==> config.mk <==
export PLATFORM = sky130hd
export DESIGN_NAME = req_arbiter
export DESIGN_NICKNAME = d
export VERILOG_FILES = /design/src/rtl/arb_pkg.sv /design/src/rtl/req_arbiter_prio_enc8.sv /design/src/rtl/req_arbiter.sv
export SDC_FILE = /design/constraint.sdc
export NUM_CORES = 1
export LEC_CHECK = 0
export BUFFER_PORTS_ARGS = -buffer_cell sky130_fd_sc_hd__buf_2
export CAP_MARGIN = 20
export CORE_UTILIZATION = 40
export CTS_BUF_LIST = sky130_fd_sc_hd__clkbuf_8
export DETAILED_ROUTE_END_ITERATION = 10
export SLEW_MARGIN = 20
export SYNTH_ARGS = -nofsm -noshare
export SYNTH_HDL_FRONTEND = slang
export SYNTH_SLANG_ARGS = --single-unit
==> constraint.sdc <==
create_clock -name CLK -period 3.44 [get_ports CLK]
set_input_delay 0.344 -clock CLK [delete_from_list [all_inputs] [get_ports CLK]]
set_output_delay 0.344 -clock CLK [all_outputs]
set_load 0.01 [all_outputs]
==> src/rtl/arb_pkg.sv <==
// Shared widths, state encoding and helpers for the 8-way round-robin request arbiter.
package arb_pkg;

    localparam int NREQ  = 8;
    localparam int ID_W  = 3;
    localparam int CNT_W = 8;

    localparam logic [ID_W-1:0] PTR_RST = 3'd7;

    typedef enum logic {
        IDLE  = 1'b0,
        GRANT = 1'b1
    } arb_state_t;

    function automatic logic [NREQ-1:0] onehot(input logic [ID_W-1:0] idx);
        onehot = NREQ'(1) << idx;
    endfunction

endpackage

==> src/rtl/req_arbiter_prio_enc8.sv <==
// Combinational 8-to-3 priority encoder; the lowest set index wins.
module prio_enc8
    import arb_pkg::*;
(
    input  logic [NREQ-1:0] vec,
    output logic [ID_W-1:0] idx,
    output logic            Any
);

    always_comb begin
        idx = '0;
        Any = |vec;
        // Scan downward so the last hit, the lowest set bit, is what remains.
        for (int i = NREQ - 1; i >= 0; i--) begin
            if (vec[i]) begin
                idx = ID_W'(i);
            end
        end
    end

endmodule

==> src/rtl/req_arbiter.sv <==
// Round-robin arbiter for 8 requesters: grants one owner and holds it until
// release or timeout, then moves priority past that owner.
module req_arbiter
    import arb_pkg::*;
#(
    parameter int TIMEOUT = 16
) (
    input  logic            CLK,
    input  logic            RST_N,
    input  logic            EN,
    input  logic [NREQ-1:0] Req,
    input  logic            Rel,
    output logic [NREQ-1:0] Gnt,
    output logic [ID_W-1:0] Id,
    output logic            Busy,
    output logic            Done,
    output logic            Tmo
);

    localparam logic [CNT_W-1:0] CNT_LAST = CNT_W'(TIMEOUT - 1);

    arb_state_t        state;
    logic [ID_W-1:0]   ptr;
    logic [CNT_W-1:0]  cnt;

    logic [ID_W-1:0]   shift;
    logic [2*NREQ-1:0] req_dbl;
    logic [NREQ-1:0]   req_rot;
    logic [ID_W-1:0]   enc_idx;
    logic              enc_any;
    logic [ID_W-1:0]   winner;

    // Rotate so the slot just past the last owner lands at bit 0; the 3-bit
    // add wraps, so ptr=7 means no rotation at all.
    assign shift   = ptr + 3'd1;
    assign req_dbl = {Req, Req} >> shift;
    assign req_rot = req_dbl[NREQ-1:0];
    assign winner  = enc_idx + shift;

    prio_enc8 u_enc (
        .vec (req_rot),
        .idx (enc_idx),
        .Any (enc_any)
    );

    always_ff @(posedge CLK or negedge RST_N) begin
        if (!RST_N) begin
            state <= IDLE;
            ptr   <= PTR_RST;
            cnt   <= '0;
            Gnt   <= '0;
            Id    <= '0;
            Busy  <= 1'b0;
            Done  <= 1'b0;
            Tmo   <= 1'b0;
        end else begin
            Done <= 1'b0;
            Tmo  <= 1'b0;
            case (state)
                IDLE: begin
                    if (EN && enc_any) begin
                        Gnt   <= onehot(winner);
                        Id    <= winner;
                        Busy  <= 1'b1;
                        cnt   <= '0;
                        state <= GRANT;
                    end
                end
                GRANT: begin
                    // A release wins over a coincident timeout, so Tmo stays low then.
                    if (Rel || (cnt == CNT_LAST)) begin
                        ptr   <= Id;
                        Gnt   <= '0;
                        Id    <= '0;
                        Busy  <= 1'b0;
                        Done  <= 1'b1;
                        Tmo   <= ~Rel;
                        state <= IDLE;
                    end else begin
                        cnt <= cnt + 1'b1;
                    end
                end
                default: state <= IDLE;
            endcase
        end
    end

endmodule

**Word level (Yosys, flattened, before mapping)**

Cells that the tools add are included.

- Register bits: 26
- Input port bits: 12

- Muxes and demuxes: 27
- Equality and inequality tests: 4
- $add $sub $neg: 3
- Shift-type cells: 2
- Reduce and logical (&&, ||, !) cells: 6
- Bitwise logic cells: 2

Operators with widths:

| kind | count |
|---|---|
| 8-bit 2-to-1 mux | 4 |
| 8-bit case mux with 2 select lines | 2 |
| 3-bit 2-to-1 mux | 10 |
| 16-bit by 3-bit >> shifter with 8-bit output | 1 |
| 8-bit by 1-bit adder with 8-bit output, second input constant | 1 |
| 8-bit by 4-bit equality test with 1-bit output, second input constant | 1 |
| 1-bit 2-to-1 mux | 8 |
| 8-bit OR reduction | 1 |
| 1-bit by 3-bit << shifter with 8-bit output, first input constant | 1 |
| 3-bit case mux with 2 select lines | 1 |
| 2-bit AND reduction | 3 |
| 2-bit inequality test, second input constant | 2 |
| 1-bit case mux with 2 select lines | 2 |
| 3-bit by 1-bit adder with 3-bit output, second input constant | 1 |
| 3-bit adder | 1 |
| 2-bit by 1-bit inequality test with 1-bit output, second input constant | 1 |
| 1-bit NOT | 2 |
| 1-bit logical AND | 1 |
| 1-bit logical OR | 1 |

**Depth between registers and ports, before layout**

- Depth in word-level cells: 14
- Mapped depth: 18
- Mapped depth without buffers: 15

**Hierarchy**

From an unflattened synthesis, not the netlist that was laid out.

- Cell total of the unflattened synthesis: 152
- Area total of the unflattened synthesis: 1565.3 um^2

Modules (own cells, without submodules):

| module | times used | seq. area each (um^2) | cells an instance | area each (um^2) |
|---|---|---|---|---|
| req_arbiter | 1 | 654.4 | 139 | 1483.9 |
| prio_enc8 | 1 | 0.0 | 13 | 81.3 |

**Worst setup path after synthesis**

No wires, ideal clock.

- Kind: reg2reg
- From: reg ptr[0]
- To: reg Id[2]
- Setup time: 64 ps
- Buffers on the path: 2
- Arrival: 3384 ps
- Path slack: -8 ps
- Cell stages (with the launch flop): 17
- Data required time: 3376 ps
- Cells stage by stage: dfstp_2 -> ha_1 -> buf_6 -> mux4_1 -> nor2_1 -> o221ai_1 -> o21ai_1 -> nand3b_1 -> o21ai_0 -> ha_1 -> inv_1 -> fa_1 -> clkbuf_1 -> nor4b_1 -> nor3_1 -> nand4b_2 -> a21bo_1

- Word-level cells in the longest chain between the ends: 13

Ends and longest elaborated chain:

| element | RTL line | source |
|---|---|---|
| start: declaration | req_arbiter.sv:23 | `logic [ID_W-1:0] ptr;` |
| start signal: assignment | req_arbiter.sv:72 | `ptr <= Id;` |
| 3-bit by 1-bit adder with 3-bit output (*) | req_arbiter.sv:35 | `assign shift = ptr + 3'd1;` |
| 16-bit by 3-bit >> shifter with 8-bit output | req_arbiter.sv:36 | `assign req_dbl = {Req, Req} >> shift;` |
| 3-bit 2-to-1 mux (8 in a row) | req_arbiter_prio_enc8.sv:15 | `if (vec[i]) begin` |
| 3-bit adder | req_arbiter.sv:38 | `assign winner = enc_idx + shift;` |
| 3-bit 2-to-1 mux | req_arbiter.sv:61 | `if (EN && enc_any) begin` |
| 3-bit case mux with 2 select lines | req_arbiter.sv:59 | `case (state)` |
| end signal: assignment | req_arbiter.sv:63 | `Id <= winner;` |
| end: declaration | req_arbiter.sv:14 | `output logic [ID_W-1:0] Id,` |

Every way passes the cells marked *; elsewhere a longest branch is shown, timed or not. The select of a mux whose other input is x is not followed.
A chain may end at the register's enable or synchronous reset.

**Worst setup path in the final report**

- From: reg ptr[1]
- To: reg Id[2]

Same word-level chain as after synthesis.

==> impl_metrics.yaml <==
sta:
  finalHoldViolations: 0
  min_period_over_period_pct: 99.9
  fin_crit_ns: 3.44
  final.setup.tns_ns: 0
  slew_violations: 0
  grt_setup_unrepaired: "yes"
  setup_ws_ns: 0.00293
  max_slew_margin_pct: 46.5
  timing.hold.ws_ns: 0.0647
  finClkSkew_ns: 0.00528
  setup_violations: 0
  worstMarginPinSlew_ns: 0.801
  fmax_mhz: 291
power:
  report.power.total_mw: 2.48
  p_per_area_mw_per_mm2: 1080
  ir_drop_mv: 0.573
  p_leak_nw: 1.04
critical_path:
  start_kind: "flop"
  critPathTopFamily: "simple AND/OR/NAND/NOR gates"
  cpPeakStageDelay_ns: 0.57
  crit_path_max_fanout: 6
  crit_path_top_delay_cell: "dfstp_2"
  critical_path_class: "reg2reg"
  critPathArrivalTime_ns: 3.59
  cp_num_buf_inv: 2
  cp-end-kind: "flop"
  cp-startpoint: "ptr[1]$_DFFE_PN1P_"
  cp_cell_sequence: "ha_4, buf_4, nor3b_1, nor3_1, a211oi_2, or3_1, o21ai_0, a21oi_1, fa_2, buf_6, and4b_1, nor3_2, nand4b_4, a21bo_1"
  cp_data_required_time_ns: 3.60
  r2r_start: "ptr[1]$_DFFE_PN1P_"
placement:
  dp_hpwl_um: 3100
  port_buffers: 25
  place_ws_ns: -0.138
  dp_cells: 282
  place_area_mm2: 0.00213
  place.gp.congestion: 0.878
yosys:
  syn_nets: 207
  synth_edf_count: 0
  yosys_warnings: 0
  syn_inst: 191
  ys_ff_latch: 26
  syn_area_mm2: 0.00182
  syn_area_per_cell_um2: 9.54
  synth_cell_types: 57
  synth-async-reset-ratio_pct: 100
  ys.flop_type: "dfrtp_1"
  yosysSeqAreaShare_pct: 35.9
layout:
  antennaDiodeCount: 0
  final_util_pct: 52.5
  stdcell_count: 287
  stdcell_area_mm2: 0.00229
  syn_to_final_growth_pct: 25.4
  drive_gt1_share_pct: 36.2
  nets: 252
drt:
  dr.pass1.iters: 4
  num_vias: 1562
  wl_per_cell_um: 14.4
  drc: 0
  drt_iter0_drc: 106
  wirelength_um: 4140
  viasPerCell: 5.44
  ant_nets: 0
die:
  start_util_pct: 41.9
  pin_count: 26
  dieArea_mm2: 0.00483
  rows: 24
  die_w_um: 69.5
  core_mm2: 0.00435
  die_y_um: 69.5
cts:
  clk_pin_slew_ns: 0.09
  clockBufferDepth: 2
  cts-root-buf: "clkbuf_8"
  clock_latency_ns: 0.26
  clkSinkCount: 26
  numCtsBuffers: 3
  hold_buffers: 0
  htree_num_levels: 1
  cts_tree: "done"
run:
  drv_cap: 0
grt:
  grt.total_usage_pct: 18.4
  grt_pass1_vias: 1526
  antenna_found_initial: 0
  grt_overflow: 0
  grt_max_degree: 27
  grt_pass1_wl_um: 7290
run_status:
  status: "complete, no violations"
min_path:
  hold_class: "in2async"
==> cells by family (layout without fill, tap and decap cells) <==
kind of cell	count (synthesis)	after routing	share of synthesized area, %
XOR/XNOR	9	9	4.74
AND/OR/NAND/NOR	82	82	23.8
adder cells (fa/ha/maj)	4	4	3.16
flip-flops	26	26	35.9
buffers and inverters	15	59	4.32
AO/OA/AOI/OAI	37	37	15.5
multiplexers	18	18	12.6
==> flip-flops by register name (all words and copies together) (netlist names) <==
register,count
cnt,8
Id,3
state,1
Done,1
Tmo,1
Gnt,8
ptr,3
Busy,1
==> synthesized netlist by cell type, types with 2 or more instances <==
cell | instances | area (µm²)
a32o_1 | 4 | 40.0
o2bb2ai_1 | 5 | 43.8
buf_6 | 2 | 22.5
a211oi_1 | 3 | 22.5
o21ai_1 | 5 | 25.0
nor4b_1 | 2 | 17.5
xor2_1 | 6 | 52.6
nand2_1 | 24 | 90.1
nor2b_1 | 3 | 18.8
dfrtp_1 | 23 | 576
dfstp_2 | 3 | 78.8
nor3b_1 | 2 | 15.0
nand4_1 | 5 | 31.3
a31oi_1 | 2 | 12.5
nand3_1 | 2 | 10.0
buf_2 | 3 | 15.0
o21ai_0 | 6 | 30.0
mux2i_1 | 12 | 120
mux4_2 | 2 | 45.0
a21oi_1 | 3 | 15.0
nor3_1 | 6 | 30.0
xnor2_1 | 2 | 17.5
o211ai_1 | 2 | 15.0
ha_1 | 3 | 37.5
nand2b_1 | 4 | 25.0
and3_1 | 2 | 12.5
nor2_1 | 20 | 75.1
inv_1 | 6 | 22.5
==> timing repair <==
action | 4_1_cts | 5_1_grt
endpoints found under the setup margin | 9 | 9
pin swaps | 0 | 15
resized for setup | 3 | 21
gates cloned | 0 | 0
buffers inserted | 0 | 1
==> per-layer routing <==
layer	track usage, %	up-vias	routed length (µm)
li1	-	782	-
met1	28.0	741	2060
met2	28.8	37	1900
met3	1.16	2	159
met4	4.08	0	20
met5	0	-	0
==> placed cells by master, fill, tap and decap left out, types with 6 or more instances in the layout <==
master | synthesis | layout
dfrtp_1 | 23 | 23
xor2_1 | 6 | 6
buf_4 | 0 | 21
nor2_1 | 20 | 19
nand2_1 | 24 | 23
mux2i_1 | 12 | 9
buf_2 | 3 | 25
o21ai_1 | 5 | 6
==> power breakdown <==
group / internal (mW) / leakage [nW] / switching, mW / total, mW
sequential: 0.393 / 0.338 / 0.0580 / 0.451
clock: 0.102 / 0.0288 / 0.0889 / 0.191
combinational: 0.906 / 0.673 / 0.930 / 1.84
==> worst reg2reg max path, delay by kind of cell (launching register included) <==
kind | cells | cell delay [ns]
buf+inv | 2 | 0.30
simple gates | 6 | 1.25
flops | 1 | 0.57
compound gates | 4 | 0.59
fa+ha+maj | 2 | 0.65
==> final timing paths <==
path	slack, ns	cells after the start	end
max	0.003	14	Id[2]$_DFFE_PN0P_
min	0.06	1	cnt[1]$_DFFE_PN0P_
max reg2reg	0.003	14	Id[2]$_DFFE_PN0P_
min reg2reg	0.49	1	Busy$_DFFE_PN0P_
max in group asynchronous	2.99	1	ptr[1]$_DFFE_PN1P_
min in group CLK	0.37	2	Tmo$_DFF_PN0_
==> area by class of cell <==
type	count	area, µm²
fillers	389	2070
multi-input cells	150	1180
flip-flops and latches	26	654
repair buffers	48	305
well taps	52	65.1
clock buffers	4	55.1
inverters	7	28.8
Note: power is estimated with default switching activity, not from simulation.
